===== src/rtl/lenet_pkg.sv =====
// Shared constants, layer indices, sequencer state encoding and LED codes
// for the LeNet accelerator control path.
package lenet_pkg;

  localparam int OUTPUT_NODE = 10;
  localparam int DATA_SIZE   = 8;
  localparam int NUM_LAYERS  = 5;

  localparam logic [2:0] LAYER_C1 = 3'd0;
  localparam logic [2:0] LAYER_C2 = 3'd1;
  localparam logic [2:0] LAYER_C3 = 3'd2;
  localparam logic [2:0] LAYER_F4 = 3'd3;
  localparam logic [2:0] LAYER_F5 = 3'd4;

  typedef enum logic [2:0] {
    S_IDLE,
    S_LAUNCH,
    S_WAIT,
    S_ARGMAX,
    S_DONE
  } seq_state_t;

  localparam logic [2:0] LED_IDLE = 3'b001;
  localparam logic [2:0] LED_BUSY = 3'b010;
  localparam logic [2:0] LED_DONE = 3'b100;
  localparam logic [2:0] LED_ERR  = 3'b110;

endpackage


===== src/rtl/lenet_argmax_seq.sv =====
// Sequential signed argmax over a snapshot of the F5 output vector:
// one node per step cycle, ties resolve to the lowest index.
module lenet_argmax_seq
  import lenet_pkg::*;
(
  input  logic                              clk,
  input  logic                              rst,
  input  logic                              clear,
  input  logic                              load,
  input  logic                              step,
  input  logic [DATA_SIZE*OUTPUT_NODE-1:0]  data,
  output logic [3:0]                        idx,
  output logic                              valid,
  output logic                              last
);

  logic [DATA_SIZE*OUTPUT_NODE-1:0] snap;
  logic [3:0]                       cnt;
  logic [DATA_SIZE-1:0]             best;
  logic [3:0]                       best_idx;
  logic [DATA_SIZE-1:0]             cur;
  logic                             take;
  logic [3:0]                       cand_idx;

  always_comb begin
    cur = '0;
    for (int i = 0; i < OUTPUT_NODE; i++) begin
      if (cnt == 4'(i)) cur = snap[i*DATA_SIZE +: DATA_SIZE];
    end
    // Node 0 seeds the running best; later nodes win only when strictly greater.
    take     = (cnt == 4'd0) || ($signed(cur) > $signed(best));
    cand_idx = take ? cnt : best_idx;
    last     = step && (cnt == 4'(OUTPUT_NODE - 1));
  end

  always_ff @(posedge clk) begin
    if (rst) begin
      snap     <= '0;
      cnt      <= '0;
      best     <= '0;
      best_idx <= '0;
      idx      <= '0;
      valid    <= 1'b0;
    end else if (clear) begin
      valid <= 1'b0;
    end else if (load) begin
      snap  <= data;
      cnt   <= '0;
      valid <= 1'b0;
    end else if (step) begin
      if (take) begin
        best     <= cur;
        best_idx <= cnt;
      end
      if (last) begin
        idx   <= cand_idx;
        valid <= 1'b1;
        cnt   <= '0;
      end else begin
        cnt <= cnt + 4'd1;
      end
    end
  end

endmodule


===== config.mk =====
export PLATFORM = sky130hd
export DESIGN_NAME = lenet_argmax_seq
export DESIGN_NICKNAME = d
export VERILOG_FILES = /design/src/rtl/lenet_pkg.sv /design/src/rtl/lenet_argmax_seq.sv
export SDC_FILE = /design/constraint.sdc
export NUM_CORES = 1
export LEC_CHECK = 0
export CORE_ASPECT_RATIO = 2
export CORE_UTILIZATION = 52
export CTS_CLUSTER_DIAMETER = 150
export DETAILED_ROUTE_END_ITERATION = 7
export PLACE_DENSITY_LB_ADDON = 0.12
export SYNTH_ARGS = -nofsm -noshare
export SYNTH_HDL_FRONTEND = slang
export SYNTH_SLANG_ARGS = --single-unit

===== constraint.sdc =====
create_clock -name clk -period 3.6 [get_ports clk]
set_input_delay 0.72 -clock clk [delete_from_list [all_inputs] [get_ports clk]]
set_output_delay 0.72 -clock clk [all_outputs]
set_load 0.1 [all_outputs]

---- Word-level counts from Yosys, hierarchy flattened ----
Cells that the tools add are included.
storage, ports and cells
  output and inout bits ................... 6
  bits in latches ......................... 0
  bits in writable memories ............... 0
  word-level logic and storage cells ...... 44
  memory bits (read-only) ................. 0
  memories kept ........................... 0
  flip-flop bits (word level) ............. 101
  input bits .............................. 85
operators by class
  shift-type cells ........................ 0
  $lt $le $gt $ge ......................... 1
  eq/ne operators ......................... 9
  multipliers ............................. 0
  bitwise logic cells ..................... 2
  div/mod/pow operators ................... 0
  reduce and logical (&&, ||, !) cells .... 11
  mux-type cells .......................... 14
  $add $sub $neg .......................... 1
operators with widths
  cell                                                 number
  2-to-1 mux 8 bit                                     10
  equality test 4 x 3 -> 1 bit, second input constant  4
  2-to-1 mux 4 bit                                     4
  equality test 4 x 2 -> 1 bit, second input constant  2
  equality test 4 bit, second input constant           2
  > comparator 8 bit                                   1
  AND reduction 4 bit                                  2
  AND reduction 2 bit                                  3
  adder 4 x 1 -> 4 bit, second input constant          1
  equality test 4 x 1 -> 1 bit, second input constant  1
  zero test 4 bit                                      1
  AND reduction 3 bit                                  1
  OR reduction 3 bit                                   1
  inverter 1 bit                                       2
  nonzero test 2 bit                                   1
  logical AND 1 bit                                    1
  logical OR 1 bit                                     1

---- Logic depth before layout (Yosys ltp) ----
  word-level depth ........................ 14
  mapped depth ............................ 16
  gate-level depth less buffers ........... 14

---- Worst setup path before layout ----
No wires, ideal clock.
  kind .................................... register to register
  start point ............................. register cnt[0]
  end point ............................... register idx[0]
  path buffers ............................ 1
  required time ........................... 3.514 ns
  cell stages (with the launch flop) ...... 13
  arrival ................................. 2.921 ns
  setup slack ............................. 0.593 ns
  library setup time ...................... 0.086 ns
  path through ............................ dfxtp_1 -> ha_1 -> buf_2 -> nand3b_1 -> o221a_2 -> a31oi_1 -> o21ai_1 -> ha_1 -> a211o_1 -> o41ai_2 -> o211ai_1 -> mux2i_1 -> a211oi_1
on the way
  longest elaborated chain between the ends .. 14
  elaborated cells on any way between the ends .. 25
ends and longest elaborated chain
  what                           line                    RTL
  start: declaration             lenet_argmax_seq.sv:18  logic [3:0] cnt;
  start signal: assignment       lenet_argmax_seq.sv:60  cnt <= cnt + 4'd1;
  zero test 4 bit                lenet_argmax_seq.sv:28  if (cnt == 4'(i)) cur = snap[i*DATA_SIZE +: DATA_SIZE];
  2-to-1 mux 8 bit (9 in a row)  lenet_argmax_seq.sv:28
  2-to-1 mux 8 bit *             lenet_argmax_seq.sv:28
  named net cur[6]               lenet_argmax_seq.sv:21  logic [DATA_SIZE-1:0] cur;
  > comparator 8 bit *           lenet_argmax_seq.sv:31  take = (cnt == 4'd0) || ($signed(cur) > $signed(best));
  logical OR 1 bit *             lenet_argmax_seq.sv:31
  2-to-1 mux 4 bit *             n/a
  end signal: assignment         lenet_argmax_seq.sv:56  idx <= cand_idx;
  end: declaration               lenet_argmax_seq.sv:12  output logic [3:0] idx,
The timed path passes the listed nets; every way through them passes the cells marked *.
A chain may end at the register's enable or synchronous reset.

---- Worst setup path in the final report ----
Ends and elaborated chain as after synthesis.

==> results.json <==
{
  "status": "completed",
  "yosysMostFrequentCell": "nand2_1",
  "skew_ns": 0.0106,
  "p_seq_share_pct": 49.0,
  "synth-seq-cells": 101,
  "syn-num-nets": 726,
  "power.total_mw": 2.43,
  "cts-root-buf": "clkbuf_16",
  "worstMarginPinSlew_ns": 0.992,
  "drive_gt1_share_pct": 8.18,
  "hold_path_class": "reg -> reg",
  "grt_usage_pct": 28.5,
  "async_reset_ff_share_pct": 0,
  "synth_top_family_by_area": "simple AND/OR/NAND/NOR gates",
  "p_sw_mw": 0.599,
  "ys_types": 41,
  "clk_pin_slew_ns": 0.07,
  "core-area_um2": 8710,
  "synth_fa_ha_area_share_pct": 3.19,
  "antenna_found_initial": 0,
  "tns_ns": 0,
  "area_delta_synth_final_pct": 30.5,
  "cap_violations": 0,
  "ir_drop_mv": 0.347,
  "routed-via-count": 4592,
  "grt_pass1_vias": 4494,
  "critPathKind": "reg -> reg",
  "cp_cell_sequence": "buf_4, ha_1, nand3b_1, o221a_2, a31oi_1, o21ai_1, ha_1, a211o_1, o41ai_2, o211ai_1, mux2i_1, a211oi_1",
  "placed_area_um2": 5820,
  "grt_pass1_wl_um": 20900,
  "fin_util_pct": 70.5,
  "startpoint_type": "flop",
  "cpPeakStageDelay_ns": 0.36,
  "synth-main-ff-cell": "dfxtp_1",
  "fin_nets": 813,
  "cts_tree": "built",
  "grt_overflow": 0,
  "worst-path-buf-inv": 1,
  "viasPerCell": 5.59,
  "clock_power_share_pct": 38.4,
  "cp-end-kind": "flop",
  "stdcell_area_um2": 6140,
  "muxShareOfSynthArea_pct": 2.77,
  "slew_viol_final": 0,
  "ioPinCount": 91,
  "ctsHoldBuffers": 0,
  "drt_iter0_drc": 294,
  "p_int_mw": 1.83,
  "synth_top_area_share_pct": 43.0,
  "required_ns": 3.86,
  "ys_seq_area_share_pct": 43.0,
  "dp_hpwl_um": 10200,
  "p_leak_nw": 2.24,
  "wire_per_inst_um": 16.3,
  "syn_avg_cell_area_um2": 7.48,
  "slowest_stage": "o41ai_2",
  "synth.area.top_cells": "dfxtp_1 (43%), nand2_1 (15%), a21oi_1 (11%), ha_1 (3.2%), mux2i_1 (2.8%)",
  "cts_buffers": 9,
  "path_delay_family": "compound AO/OA/AOI/OAI gates",
  "hold_violations": 0,
  "io_buffer_count": 90,
  "synth_compound_area_share_pct": 22.1,
  "netSwitchingFraction_pct": 24.6,
  "path_max_fanout": 7,
  "start_util_pct": 54.0,
  "cpMostUsedCell": "ha_1",
  "synth_common_cells": "nand2_1 (186), a21oi_1 (108), dfxtp_1 (101)",
  "dieArea_um2": 9450,
  "ys_warn_count": 0,
  "grt_max_degree": 81,
  "pwr-share-comb_pct": 12.6,
  "power_density_nw_per_um2": 396,
  "globalplace.congestion": 0.912,
  "synthXorXnorAreaFrac_pct": 0,
  "clk-insertion-delay-late_ns": 0.35,
  "postRouteAntennaNets": 0,
  "antennaDiodeCount": 0,
  "drt-pass1-iter-count": 5,
  "relSlewSlack_pct": 33.7,
  "htree_levels": 3,
  "post-route-min-period_ns": 3.38,
  "yosysTopAreaCell": "dfxtp_1",
  "drc": 0,
  "cts.path.max_buffers": 2,
  "die_w_um": 69.3,
  "wl_um": 13400,
  "synthSimpleGateAreaFrac_pct": 23.3,
  "timing.final.crit_share_pct": 94.0,
  "placementRows": 48,
  "netlist_instances": 629,
  "syn_area_um2": 4700,
  "synth-edff-count": 0,
  "cp.arrival_ns": 3.64,
  "setup_violations": 0,
  "timing.fmax_ghz": 0.295,
  "clock_sinks": 101,
  "die-height_um": 136
}
[routing by layer]
metal | GRT usage (%) | wire, µm
met1 | 28.7 | 4950
met2 | 55.3 | 7570
met3 | 2.80 | 363
met4 | 17.3 | 533
met5 | 0 | 0
[kinds of logic (layout without fill, tap and decap cells)]
logic type      Yosys count  in the layout
simple gates            262            262
compound gates          179            179
flops                   101            101
buf+inv                  62            154
mux                      13             13
fa+ha+maj                12             12
[worst min-delay path, cell delays in order, from the launching register on]
cell and delay (ns):
dfxtp_1 0.31, nand2_1 0.05, a21oi_1 0.05
[cell usage in the layout, fill, tap and decap left out, types with 9 or more instances in the layout]
cell and instances:
a21oi_1 108, clkdlybuf4s50_1 88, ha_1 11, nand2b_1 10
o21ai_0 21, buf_4 26, nand2_1 186, clkbuf_16 9
a31oi_1 9, nor2_1 34, mux2i_1 13, inv_1 17
dfxtp_1 101
[power by group through the flow]
stage / Combinational (mW) / Clock [mW] / Sequential (mW)
after global routing: 0.338 / 0.983 / 1.20
after CTS: 0.306 / 0.942 / 1.19
after detailed placement: 0.305 / 0 / 1.22
after global placement: 0.298 / 0 / 1.22
after floorplan: 0.164 / 0 / 1.20
final: 0.306 / 0.934 / 1.19
[state kept, by name (all words and copies together) (netlist names)]
name,count
best_idx,4
cnt,4
snap,80
idx,4
best,8
valid,1
[metrics by stage]
stage	hold slack (ns)	instances	setup slack, ns
after floorplan	0.431	629	0.593
after global placement	0.446	802	0.103
after detailed placement	0.447	802	0.0467
after CTS	0.457	818	0.0430
after global routing	0.481	821	-0.0158
final	0.456	821	0.216
[what timing repair did]
action                                 4_1_cts  5_1_grt
setup endpoints to repair                    0       16
buffers inserted                             0        3
endpoints found under the hold margin        0        0
gates resized for setup                      0        2
[worst paths after layout]
check / start / end / slack (ns) / cells past startpoint
setup / recovery: cnt[0]$_SDFFE_PP0P_ / idx[0]$_SDFFE_PP0P_ / 0.22 / 12
hold / removal: snap[5]$_SDFFE_PP0P_ / snap[5]$_SDFFE_PP0P_ / 0.46 / 2
setup reg to reg: cnt[0]$_SDFFE_PP0P_ / idx[0]$_SDFFE_PP0P_ / 0.22 / 12
hold reg to reg: snap[5]$_SDFFE_PP0P_ / snap[5]$_SDFFE_PP0P_ / 0.46 / 2
[final cells by class]
type | instances | area, µm²
clock buffer | 12 | 256
clock inverter | 4 | 32.5
fill | 741 | 2570
inverter | 17 | 63.8
multi-input combinational | 466 | 2430
sequential | 101 | 2020
tap | 100 | 125
timing repair buffer | 121 | 1200
(Power assumes the default switching activity.)
